==> src/rtl/sdram_arbiter_pkg.sv <==
// sdram_arbiter_pkg: shared types for the two-port SDRAM arbiter
package sdram_arbiter_pkg;
    localparam int ADDR_WIDTH = 23;

    typedef enum logic [2:0] {S_INIT, S_IDLE, S_ISSUE, S_SETTLE, S_WAIT} state_t;

    typedef enum logic [1:0] {OWN_A, OWN_B, OWN_REF} owner_t;

    typedef struct packed {
        logic                  we;
        logic [ADDR_WIDTH-1:0] addr;
        logic [31:0]           wdata;
        logic [3:0]            wdm;
    } port_req_t;
endpackage

==> src/rtl/sdram_refresh_timer.sv <==
// sdram_refresh_timer: wrapping refresh interval counter with a sticky pending flag
module sdram_refresh_timer #(
    parameter int REFRESH_CYCLES = 810
) (
    input  logic clk,
    input  logic resetn,
    input  logic hold,
    input  logic clear,
    output logic pending
);
    localparam int CW = $clog2(REFRESH_CYCLES + 1);
    logic [CW-1:0] cnt;
    logic wrap;
    assign wrap = cnt == CW'(REFRESH_CYCLES - 1);
    always_ff @(posedge clk) begin
        if (!resetn || hold) cnt <= '0;
        else cnt <= wrap ? '0 : cnt + 1'b1;
    end
    // a wrap that coincides with a clear still marks a new refresh as due
    always_ff @(posedge clk) begin
        if (!resetn) pending <= 1'b0;
        else if (wrap && !hold) pending <= 1'b1;
        else if (clear) pending <= 1'b0;
    end
endmodule

==> src/rtl/sdram_arbiter.sv <==
// sdram_arbiter: round-robin video/CPU arbiter with refresh insertion in front of the sdram controller
module sdram_arbiter #(
    parameter int REFRESH_CYCLES = 810,
    parameter int ADDR_WIDTH     = sdram_arbiter_pkg::ADDR_WIDTH
) (
    input  logic                  clk,
    input  logic                  resetn,
    input  logic                  a_req,
    input  logic                  a_we,
    input  logic [ADDR_WIDTH-1:0] a_addr,
    input  logic [31:0]           a_wdata,
    input  logic [3:0]            a_wdm,
    output logic                  a_ack,
    output logic [31:0]           a_rdata,
    output logic                  a_rvalid,
    input  logic                  b_req,
    input  logic                  b_we,
    input  logic [ADDR_WIDTH-1:0] b_addr,
    input  logic [31:0]           b_wdata,
    input  logic [3:0]            b_wdm,
    output logic                  b_ack,
    output logic [31:0]           b_rdata,
    output logic                  b_rvalid,
    output logic                  sd_rd,
    output logic                  sd_wr,
    output logic                  sd_refresh,
    output logic [ADDR_WIDTH-1:0] sd_addr,
    output logic [31:0]           sd_din32,
    output logic [3:0]            sd_wdm,
    input  logic [31:0]           sd_dout32,
    input  logic                  sd_data_ready,
    input  logic                  sd_busy,
    input  logic                  sd_enabled
);
    import sdram_arbiter_pkg::*;

    state_t    state, state_nx;
    owner_t    owner;
    port_req_t sel;
    logic      pending, last_b, idle, in_init, gnt_a, gnt_b, gnt_ref, gnt_port;

    assign in_init = state == S_INIT;

    sdram_refresh_timer #(.REFRESH_CYCLES(REFRESH_CYCLES)) u_timer (
        .clk(clk),
        .resetn(resetn),
        .hold(in_init),
        .clear(gnt_ref),
        .pending(pending)
    );

    always_ff @(posedge clk) state <= !resetn ? S_INIT : state_nx;

    // SETTLE exists because busy still reflects the previous command for one cycle
    always_comb begin
        state_nx = state;
        case (state)
            S_INIT:   state_nx = (sd_enabled && !sd_busy) ? S_IDLE : S_INIT;
            S_IDLE:   state_nx = (gnt_ref || gnt_port) ? S_ISSUE : S_IDLE;
            S_ISSUE:  state_nx = S_SETTLE;
            S_SETTLE: state_nx = S_WAIT;
            S_WAIT:   state_nx = sd_busy ? S_WAIT : S_IDLE;
            default:  state_nx = S_INIT;
        endcase
    end

    always_comb begin
        idle     = state == S_IDLE;
        gnt_ref  = idle && pending;
        gnt_a    = idle && !pending && a_req && (!b_req || last_b);
        gnt_b    = idle && !pending && b_req && (!a_req || !last_b);
        gnt_port = gnt_a || gnt_b;
        sel      = gnt_a ? {a_we, a_addr, a_wdata, a_wdm} : {b_we, b_addr, b_wdata, b_wdm};
    end

    // sd_addr/din/wdm stay put between grants: the controller re-samples at column time
    always_ff @(posedge clk) begin
        if (!resetn) begin
            {a_ack, b_ack, a_rvalid, b_rvalid, sd_rd, sd_wr, sd_refresh} <= '0;
            a_rdata  <= '0;
            b_rdata  <= '0;
            sd_addr  <= '0;
            sd_din32 <= '0;
            sd_wdm   <= '0;
            owner    <= OWN_REF;
            last_b   <= 1'b1;
        end else begin
            a_ack      <= gnt_a;
            b_ack      <= gnt_b;
            sd_rd      <= gnt_port && !sel.we;
            sd_wr      <= gnt_port && sel.we;
            sd_refresh <= gnt_ref;
            a_rvalid   <= sd_data_ready && owner == OWN_A;
            b_rvalid   <= sd_data_ready && owner == OWN_B;
            if (sd_data_ready && owner == OWN_A) a_rdata <= sd_dout32;
            if (sd_data_ready && owner == OWN_B) b_rdata <= sd_dout32;
            if (gnt_port) begin
                sd_addr  <= sel.addr;
                sd_din32 <= sel.wdata;
                sd_wdm   <= sel.wdm;
                last_b   <= gnt_b;
            end
            if (gnt_ref || gnt_port) owner <= gnt_ref ? OWN_REF : gnt_a ? OWN_A : OWN_B;
        end
    end
endmodule

==> config.mk <==
export PLATFORM = sky130hd
export DESIGN_NAME = sdram_arbiter
export DESIGN_NICKNAME = d
export VERILOG_FILES = /design/src/rtl/sdram_arbiter_pkg.sv /design/src/rtl/sdram_refresh_timer.sv /design/src/rtl/sdram_arbiter.sv
export SDC_FILE = /design/constraint.sdc
export NUM_CORES = 1
export LEC_CHECK = 0
export CELL_PAD_IN_SITES_DETAIL_PLACEMENT = 1
export CELL_PAD_IN_SITES_GLOBAL_PLACEMENT = 1
export CORE_ASPECT_RATIO = 1.2
export CORE_MARGIN = 1.5
export CORE_UTILIZATION = 33
export CTS_BUF_LIST = sky130_fd_sc_hd__clkbuf_4 sky130_fd_sc_hd__clkbuf_8
export DETAILED_ROUTE_END_ITERATION = 12
export GPL_ROUTABILITY_DRIVEN = 0
export GPL_TIMING_DRIVEN = 0
export PLACE_DENSITY_LB_ADDON = 0.15
export SETUP_SLACK_MARGIN = 0.2
export SYNTH_ARGS = -nofsm -noshare
export SYNTH_HDL_FRONTEND = slang
export SYNTH_HIERARCHICAL = 1
export SYNTH_SLANG_ARGS = --single-unit
==> constraint.sdc <==
create_clock -name clk -period 4.6 [get_ports clk]
set_clock_uncertainty 0.05 [all_clocks]
set_input_delay 0.46 -clock clk [delete_from_list [all_inputs] [get_ports clk]]
set_output_delay 0.46 -clock clk [all_outputs]
set_load 0.1 [all_outputs]
==> flow_metrics.tcl, run 1 <==
set metrics [dict create \
    instances_no_fill 1393 \
    cts_max_level 4 \
    grt_pass1_wl_um 40500 \
    first_iter_violations 321 \
    synth_ff_type "dfxtp_1" \
    drt-vias-per-instance 5.18 \
    cts-root-buf "clkbuf_8" \
    seq_power_share 0.399 \
    grt_pass1_vias 7506 \
    final_util 0.522 \
    tightest_slew_ns 1.07 \
    start_util 0.340 \
    cts_buffers 17 \
    reg2reg_from "last_b" \
    r2r-end "sd_addr[14]" \
    yosysSeqAreaShare 0.439 \
    period_share 0.547 \
    wl_per_cell_um 18.1 \
    clk_latency_ns 0.45 \
    outcome "completed" \
    fmax_mhz 398 \
    grt_max_degree 17 \
    ys_warn_count 6 \
    syn-instance-count 812 \
    post-cts-setup-buffer-count 0 \
    finalInstanceArea_mm2 0.0103 \
    antenna_found_initial 1 \
    place_area_mm2 0.00991 \
    die_w_um 133 \
    cts_tree "yes" \
    path_max_fanout 2 \
    hp-class "register to register" \
    hold_buffers 0 \
    rsz0062_at_grt "false" \
    overflow 0 \
    maxSlewHeadroom 0.287 \
    dp_cells 1360 \
    intPower_w 0.00217 \
    dieArea_mm2 0.0212 \
    p_comb_frac 0.291 \
    whs_ns 0.407 \
    min-delay-start "b_rdata[1]" \
    switchingPower_w 0.00126 \
    fin_setup_tns_ns 0 \
    hold_viol 0 \
    synth-edff-count 0 \
    finalNetCount 1279 \
    cts_resized 0 \
    switching_share 0.368 \
    power_density_mw_per_mm2 333 \
    crit_path_start "sd_din32[15]" \
    track_usage 0.240 \
    endpoint_kind "output pin" \
    drt_first_pass_iters 4 \
    clock_path_buffers 2 \
    crit_end "sd_din32[15]" \
    r2r_cells 5 \
    final-setup-viol-count 0 \
    crit_chain "clkdlybuf4s50_1" \
    setup.worst_path.start_class "register" \
    crit_type "register to output pin" \
    critical_path_buf_inv_count 1 \
    multi_input_area_mm2 0.00309 \
    synth_nets 973 \
    syn_avg_cell_area_um2 8.26 \
    rows 56 \
    die_h_um 159 \
    cp.depth 1 \
    final_common_cell "clkdlybuf4s50_1" \
    cts.sinks 147 \
    wl_um 25200 \
    p_clk_frac 0.310 \
    num_io_pins 289 \
    ys_seq_elements 147 \
    layout-drive-gt1-share 0.111 \
    synthArstFlopShare 0 \
    r2r_slack_ns 2.66 \
    required_ns 4.09 \
    postRouteAntennaNets 0 \
    mappedNetlistArea_mm2 0.00671 \
    fillers 2372 \
    area_delta_synth_final_pct 53.8 \
    cp.arrival_ns 2.01 \
    drc 0 \
    core_area_mm2 0.0198 \
    crit_family "buffers and inverters" \
    hpwlAfterDp_um 19300 \
    worst_path_largest_cell_delay_ns 1.15 \
    register_area_mm2 0.00294 \
    slew_viol_final 0 \
    drv_cap 0 \
    ys_types 48 \
    leakagePower_nw 3.74 \
    mostFrequentLayoutCells "clkdlybuf4s50_1, nand2_1, dfxtp_1" \
    min_period_ns 2.52 \
    clk_pin_slew_worst_paths_ns 0.09 \
    num_vias 7209 \
    cp_slowest_cell "clkdlybuf4s50_1" \
    peakVddDrop_uv 169 \
    portBuffers 287 \
]
[metrics by stage]
| step | setup slack, ns | power (W) |
|---|---|---|
| 6_report | 2.08 | 0.00343 |
| 5_1_grt | 2.04 | 0.00357 |
| 4_1_cts | 2.06 | 0.00346 |
| 3_5_place_dp | 1.97 | 0.00240 |
| 3_3_place_gp | 1.98 | 0.00239 |
| 2_1_floorplan | 2.89 | 0.00205 |
[how the worst min path moves through the flow]
stage                endpoint  slack, ns  depth (start not counted)
2_1_floorplan  u_timer/cnt[0]       0.39                          1
3_3_place_gp       a_rdata[5]       0.39                          2
3_5_place_dp       b_rdata[1]       0.40                          2
4_1_cts            b_rdata[1]       0.41                          2
5_1_grt           a_rdata[22]       0.43                          2
6_report           b_rdata[1]       0.41                          2
[final cells by class]
class / instances / share of cell area
Timing Repair Buffer: 287 / 0.278
Buffer: 86 / 0.0421
Multi-Input combinational cell: 514 / 0.299
Tap cell: 261 / 0.0317
Clock inverter: 15 / 0.0166
Inverter: 65 / 0.0236
Sequential cell: 147 / 0.285
Clock buffer: 17 / 0.0227
Antenna cell: 1 / 0.000243
[state kept, by name, indices dropped and copies added, names as in the netlist, 2 cells and up]
signal	flops
a_rdata	32
b_rdata	32
owner	2
sd_addr	23
sd_din32	32
sd_wdm	4
state	3
u_timer/cnt	10
[cells in the mapped netlist (2+ instances only)]
| library cell | number | area (um^2) |
|---|---|---|
| nand4b_1 | 3 | 26.3 |
| o31ai_1 | 3 | 22.5 |
| clkbuf_1 | 55 | 206 |
| nor2_1 | 12 | 45.0 |
| o221a_1 | 6 | 67.6 |
| nand4_1 | 5 | 31.3 |
| o221a_2 | 53 | 597 |
| or4_1 | 2 | 15.0 |
| buf_6 | 11 | 124 |
| or2_2 | 2 | 12.5 |
| nand3b_1 | 2 | 15.0 |
| nand2_1 | 192 | 721 |
| or3_1 | 2 | 12.5 |
| o211ai_1 | 59 | 443 |
| a31oi_1 | 59 | 369 |
| inv_1 | 64 | 240 |
| nand3_1 | 7 | 35.0 |
| ha_1 | 2 | 25.0 |
| buf_4 | 2 | 15.0 |
| xor2_1 | 2 | 17.5 |
| o21ai_0 | 6 | 30.0 |
| nor2b_1 | 2 | 12.5 |
| buf_2 | 16 | 80.1 |
| a21oi_1 | 75 | 375 |
| dfxtp_1 | 147 | 2940 |
[power groups by stage]
stage / Combinational [W] / Sequential [W] / Clock (W)
global placement: 0.000992 / 0.00140 / 0
global route: 0.00105 / 0.00138 / 0.00115
floorplan: 0.000261 / 0.00179 / 0
CTS: 0.00100 / 0.00137 / 0.00109
detailed placement: 0.000999 / 0.00140 / 0
finish: 0.000997 / 0.00137 / 0.00107
[cells by family after synthesis]
family | Yosys count | share of synthesized area
buffers and inverters | 151 | 0.101
adder cells (fa/ha/maj) | 2 | 0.00373
XOR/XNOR | 3 | 0.00392
flip-flops | 147 | 0.439
AND/OR/NAND/NOR | 243 | 0.159
AO/OA/AOI/OAI | 266 | 0.294
[per-layer routing]
| layer | GRT usage | vias to the layer above | routed length, um |
|---|---|---|---|
| met5 | 0 | - | 0 |
| met4 | 0.0825 | 0 | 614 |
| met3 | 0.0669 | 39 | 1730 |
| met2 | 0.420 | 257 | 12600 |
| met1 | 0.279 | 3423 | 10300 |
| li1 | - | 3490 | - |
Power figures use the tool's default switching activity.
==> inputs of run 2 (changes only) <==
- CORE_UTILIZATION: 33 -> 31
- clock period: 4.6 -> 2.44 ns (I/O delays scaled with it)
==> run 2 against run 1 <==
  * Via count shrank 0.62%
  * Cell count increased by 0.57%
  * Global-route usage shrank 1.5 points
  * Utilization shrank 3.5 points
  * Design area fell by 0.32%
  * Clock power up 83%
  * Flip-flop and latch count unchanged
  * Critical path depth unchanged
  * Sequential power up 88%
==> flow_metrics.tcl, run 2 (synthesis gave the netlist of run 1 again) <==
set metrics [dict create \
    outcome "completed" \
    p_total_w 0.00635 \
    maxSlewHeadroom 0.306 \
    dieArea_mm2 0.0225 \
    grt_pass1_vias 7446 \
    wl_um 25400 \
    cts.sinks 147 \
    hp-class "input pin to register" \
    num_io_pins 289 \
    setup.worst_path.start_class "register" \
    rsz0062_at_grt "false" \
    crit_chain "clkdlybuf4s50_1" \
    path_max_fanout 1 \
    clk_pin_slew_worst_paths_ns 0.09 \
    endpoint_kind "output pin" \
    mostFrequentLayoutCells "nand2_1, clkdlybuf4s50_1, dfxtp_1" \
    area_delta_synth_final_pct 53.3 \
    leakagePower_nw 4.77 \
    cp_slowest_cell "clkdlybuf4s50_1" \
    portBuffers 287 \
    critical_path_buf_inv_count 1 \
    post-cts-setup-buffer-count 0 \
    cts-root-buf "clkbuf_8" \
    cts_max_level 4 \
    instances_no_fill 1401 \
    cp.arrival_ns 1.90 \
    layout-drive-gt1-share 0.111 \
    finalNetCount 1279 \
    final_common_cell "nand2_1" \
    die_h_um 164 \
    clk_latency_ns 0.44 \
    cts_buffers 17 \
    grt_pass1_wl_um 39200 \
    antenna_found_initial 0 \
    n_antenna_cell 0 \
    overflow 0 \
    drc 0 \
    cts_tree "yes" \
    power_density_mw_per_mm2 618 \
    track_usage 0.225 \
    wl_per_cell_um 18.1 \
    min_period_ns 2.19 \
    final_util 0.487 \
    dp_cells 1369 \
    fmax_mhz 457 \
    hold_viol 0 \
    rows 58 \
    postRouteAntennaNets 0 \
    drt-vias-per-instance 5.11 \
    drt_first_pass_iters 4 \
    slew_viol_final 0 \
    crit_family "buffers and inverters" \
    die_w_um 137 \
    hpwlAfterDp_um 19200 \
    reg_top3 "a_rdata x32, b_rdata x32, sd_din32 x32" \
    core_area_mm2 0.0211 \
    grt_max_degree 17 \
    num_vias 7164 \
    peakVddDrop_uv 305 \
    period_share 0.898 \
    final-setup-viol-count 0 \
    clock_path_buffers 2 \
    worst_path_largest_cell_delay_ns 1.14 \
    start_util 0.318 \
    required_ns 2.15 \
    first_iter_violations 236 \
    drv_cap 0 \
    tightest_slew_ns 1.05 \
    crit_type "register to output pin" \
]
-- run 2: cell count changes in the layout (fill, tap and decap cells not counted) --
cell	before	now
clkbuf_8	17	18
clkdlybuf4s50_1	287	160
clkinv_2	2	3
clkinv_4	1	3
diode_2	1	0
dlygate4sd2_1	0	94
dlymetal6s2s_1	0	33
inv_6	5	4
inv_8	3	0
-- run 2: where the power goes --
part | switching [W] | internal [W]
clock network | 0.00101 | 0.000948
logic | 0.00124 | 0.000571
registers | 0.0000693 | 0.00251
-- run 2: final cells by class --
class | instances | area, um^2
fill | 2549 | 10800
multi-input combinational | 514 | 3090
sequential | 147 | 2940
timing repair buffer | 287 | 2840
buffer | 86 | 434
tap | 270 | 338
clock buffer | 18 | 248
inverter | 65 | 244
clock inverter | 14 | 151
-- run 2: worst paths after layout --
| check | slack (ns) | to | depth (start not counted) | from |
|---|---|---|---|---|
| worst max-delay path | 0.25 | sd_refresh | 1 | sd_refresh |
| worst max register to register | 0.41 | sd_addr[15] | 5 | last_b |
| worst min register to register | 0.40 | a_rdata[31] | 2 | a_rdata[31] |
| worst min-delay path | 0.32 | b_rdata[30] | 3 | sd_dout32[30] |
-- run 2: metal layers --
metal / up-vias / GRT usage / part of all wire
met2: 249 / 0.394 / 0.48
met3: 39 / 0.0756 / 0.079
met4: 0 / 0.0670 / 0.022
met5: - / 0 / 0
li1: 3481 / - / -
met1: 3395 / 0.257 / 0.41
-- run 2: worst min-delay path, cell delays in order --
cell,delay [ns]
clkdlybuf4s50_1,0.42
nand2_1,0.06
a21oi_1,0.05
-- run 2: timing repair --
| item | 4_1_cts | 5_1_grt |
|---|---|---|
| endpoints found under the setup margin | 94 | 33 |
| hold buffers | 0 | 0 |
| resized for setup | 94 | 33 |
-- run 2: through the flow --
step | setup WS (ns) | TNS [ns] | hold WS [ns] | instance area, um^2
5_1_grt | 0.198 | 0 | 0.318 | 10300
3_3_place_gp | 0.0322 | 0 | 0.391 | 9920
3_5_place_dp | -0.0120 | -0.0529 | 0.396 | 9920
4_1_cts | 0.200 | 0 | 0.302 | 10200
2_1_floorplan | 0.868 | 0 | 0.330 | 6710
6_report | 0.250 | 0 | 0.324 | 10300
==> inputs of run 3 (changes only) <==
- CORE_ASPECT_RATIO: 1.2 -> not set
- CORE_UTILIZATION: 31 -> 33
- clock period: 2.44 -> 2.6 ns (I/O delays scaled with it)
==> run 3 against run 2 <==
  * Via count increased by 0.66%
  * Utilization increased by 3.7 points
  * Die area is 6.0% lower
  * Critical path depth unchanged
  * Sequential power decreased by 6%
  * Flip-flop and latch count is the same
  * Worst setup slack got worse by 0.0021 ns
  * Largest cell class unchanged
==> flow_metrics.tcl, run 3 (synthesis gave the netlist of run 1 again) <==
set metrics [dict create \
    outcome "completed" \
    track_usage 0.246 \
    clk_pin_slew_worst_paths_ns 0.11 \
    fin_ws_ns 0.248 \
    drv_cap 0 \
    first_iter_violations 275 \
    rows 51 \
    clock_path_buffers 2 \
    cts-root-buf "clkbuf_8" \
    slew_viol_final 0 \
    cts.sinks 147 \
    path_max_fanout 2 \
    wl_per_cell_um 18.5 \
    cts_buffers 17 \
    cts_max_level 4 \
    grt_max_degree 17 \
    cp_slowest_cell "clkdlybuf4s50_1" \
    drt_first_pass_iters 4 \
    endpoint_kind "output pin" \
    wl_um 25800 \
    die_w_um 146 \
    cts_tree "yes" \
    core_area_mm2 0.0197 \
    grt_pass1_vias 7534 \
    reg_top3 "a_rdata x32, b_rdata x32, sd_din32 x32" \
    preCtsSetupSlack_ns 0.182 \
    die_h_um 146 \
    leakagePower_nw 3.78 \
    overflow 0 \
    maxSlewHeadroom 0.236 \
    period_share 0.905 \
    mostFrequentLayoutCells "clkdlybuf4s50_1, nand2_1, dfxtp_1" \
    hold_depth 3 \
    crit_type "register to output pin" \
    power_density_mw_per_mm2 592 \
    crit_family "buffers and inverters" \
    fin_setup_tns_ns 0 \
    worst_path_largest_cell_delay_ns 1.18 \
    start_util 0.340 \
    grt_pass1_wl_um 41200 \
    dieArea_mm2 0.0212 \
    min_period_ns 2.35 \
    min-delay-start "sd_dout32[7]" \
    hold_viol 0 \
    hp-class "input pin to register" \
    crit_chain "clkdlybuf4s50_1" \
    portBuffers 287 \
    hold_end "a_rdata[7]" \
    final_common_cell "clkdlybuf4s50_1" \
    num_vias 7211 \
    fillers 2313 \
    peakVddDrop_uv 238 \
    num_io_pins 289 \
    finalNetCount 1279 \
    final-setup-viol-count 0 \
    tightest_slew_ns 1.14 \
    r2r_cells 5 \
    clk_latency_ns 0.46 \
    rsz0062_at_grt "false" \
    cp.arrival_ns 2.04 \
    drc 0 \
    antenna_found_initial 1 \
    p_total_w 0.00612 \
    required_ns 2.29 \
    setup.worst_path.start_class "register" \
    drt-vias-per-instance 5.16 \
    area_delta_synth_final_pct 54.1 \
    r2r_slack_ns 0.70 \
    fmax_mhz 425 \
    critical_path_buf_inv_count 1 \
    layout-drive-gt1-share 0.111 \
    reg2reg_from "last_b" \
    hpwlAfterDp_um 19700 \
    postRouteAntennaNets 0 \
    r2r-end "sd_din32[21]" \
]
-- run 3: repair_timing --
action	in CTS	in global routing
resized for setup	0	2
endpoints found under the hold margin	0	0
endpoints found under the setup margin	0	2
hold buffers	0	0
setup buffers	0	0
-- run 3: report_power, final --
part           internal (W)  total [W]  switching, W
clock network      0.000898    0.00192       0.00103
logic              0.000598    0.00177       0.00117
registers           0.00236    0.00243     0.0000691
total               0.00385    0.00612       0.00226
-- run 3: area by class of cell --
cell class	count	area, um^2	area share
multi-input cells	514	3090	0.299
flip-flops and latches	147	2940	0.285
repair buffers	287	2880	0.278
plain buffers	86	434	0.0420
well taps	265	332	0.0321
inverters	65	244	0.0236
clock buffers	17	234	0.0226
clock inverters	15	184	0.0178
diodes	1	2.50	0.000242
-- run 3: stage by stage --
stage          hold slack [ns]  utilization  instances  cell area, um^2
6_report                 0.314        0.524       1397            10300
5_1_grt                  0.322        0.524       1397            10300
4_1_cts                  0.290        0.524       1396            10300
3_5_place_dp             0.397        0.503       1364             9910
3_3_place_gp             0.392        0.503       1364             9910
2_1_floorplan            0.346            -        812             6710
-- run 3: metal layers --
| metal | vias to the layer above | wire length, um | share of wire | global-route usage |
|---|---|---|---|---|
| met5 | - | 0 | 0 | 0 |
| met4 | 0 | 989 | 0.038 | 0.117 |
| met3 | 61 | 1610 | 0.063 | 0.0683 |
| met2 | 224 | 12300 | 0.48 | 0.407 |
| met1 | 3437 | 10900 | 0.42 | 0.294 |
| li1 | 3489 | - | - | - |
-- run 3: worst max path at each step --
stage                start          end  cells past startpoint
6_report       sd_addr[19]  sd_addr[19]                      1
5_1_grt        sd_addr[19]  sd_addr[19]                      1
4_1_cts        sd_addr[21]  sd_addr[21]                      1
3_5_place_dp         b_req  sd_addr[14]                      7
3_3_place_gp         b_req  sd_addr[14]                      7
2_1_floorplan     state[1]   sd_addr[0]                      7
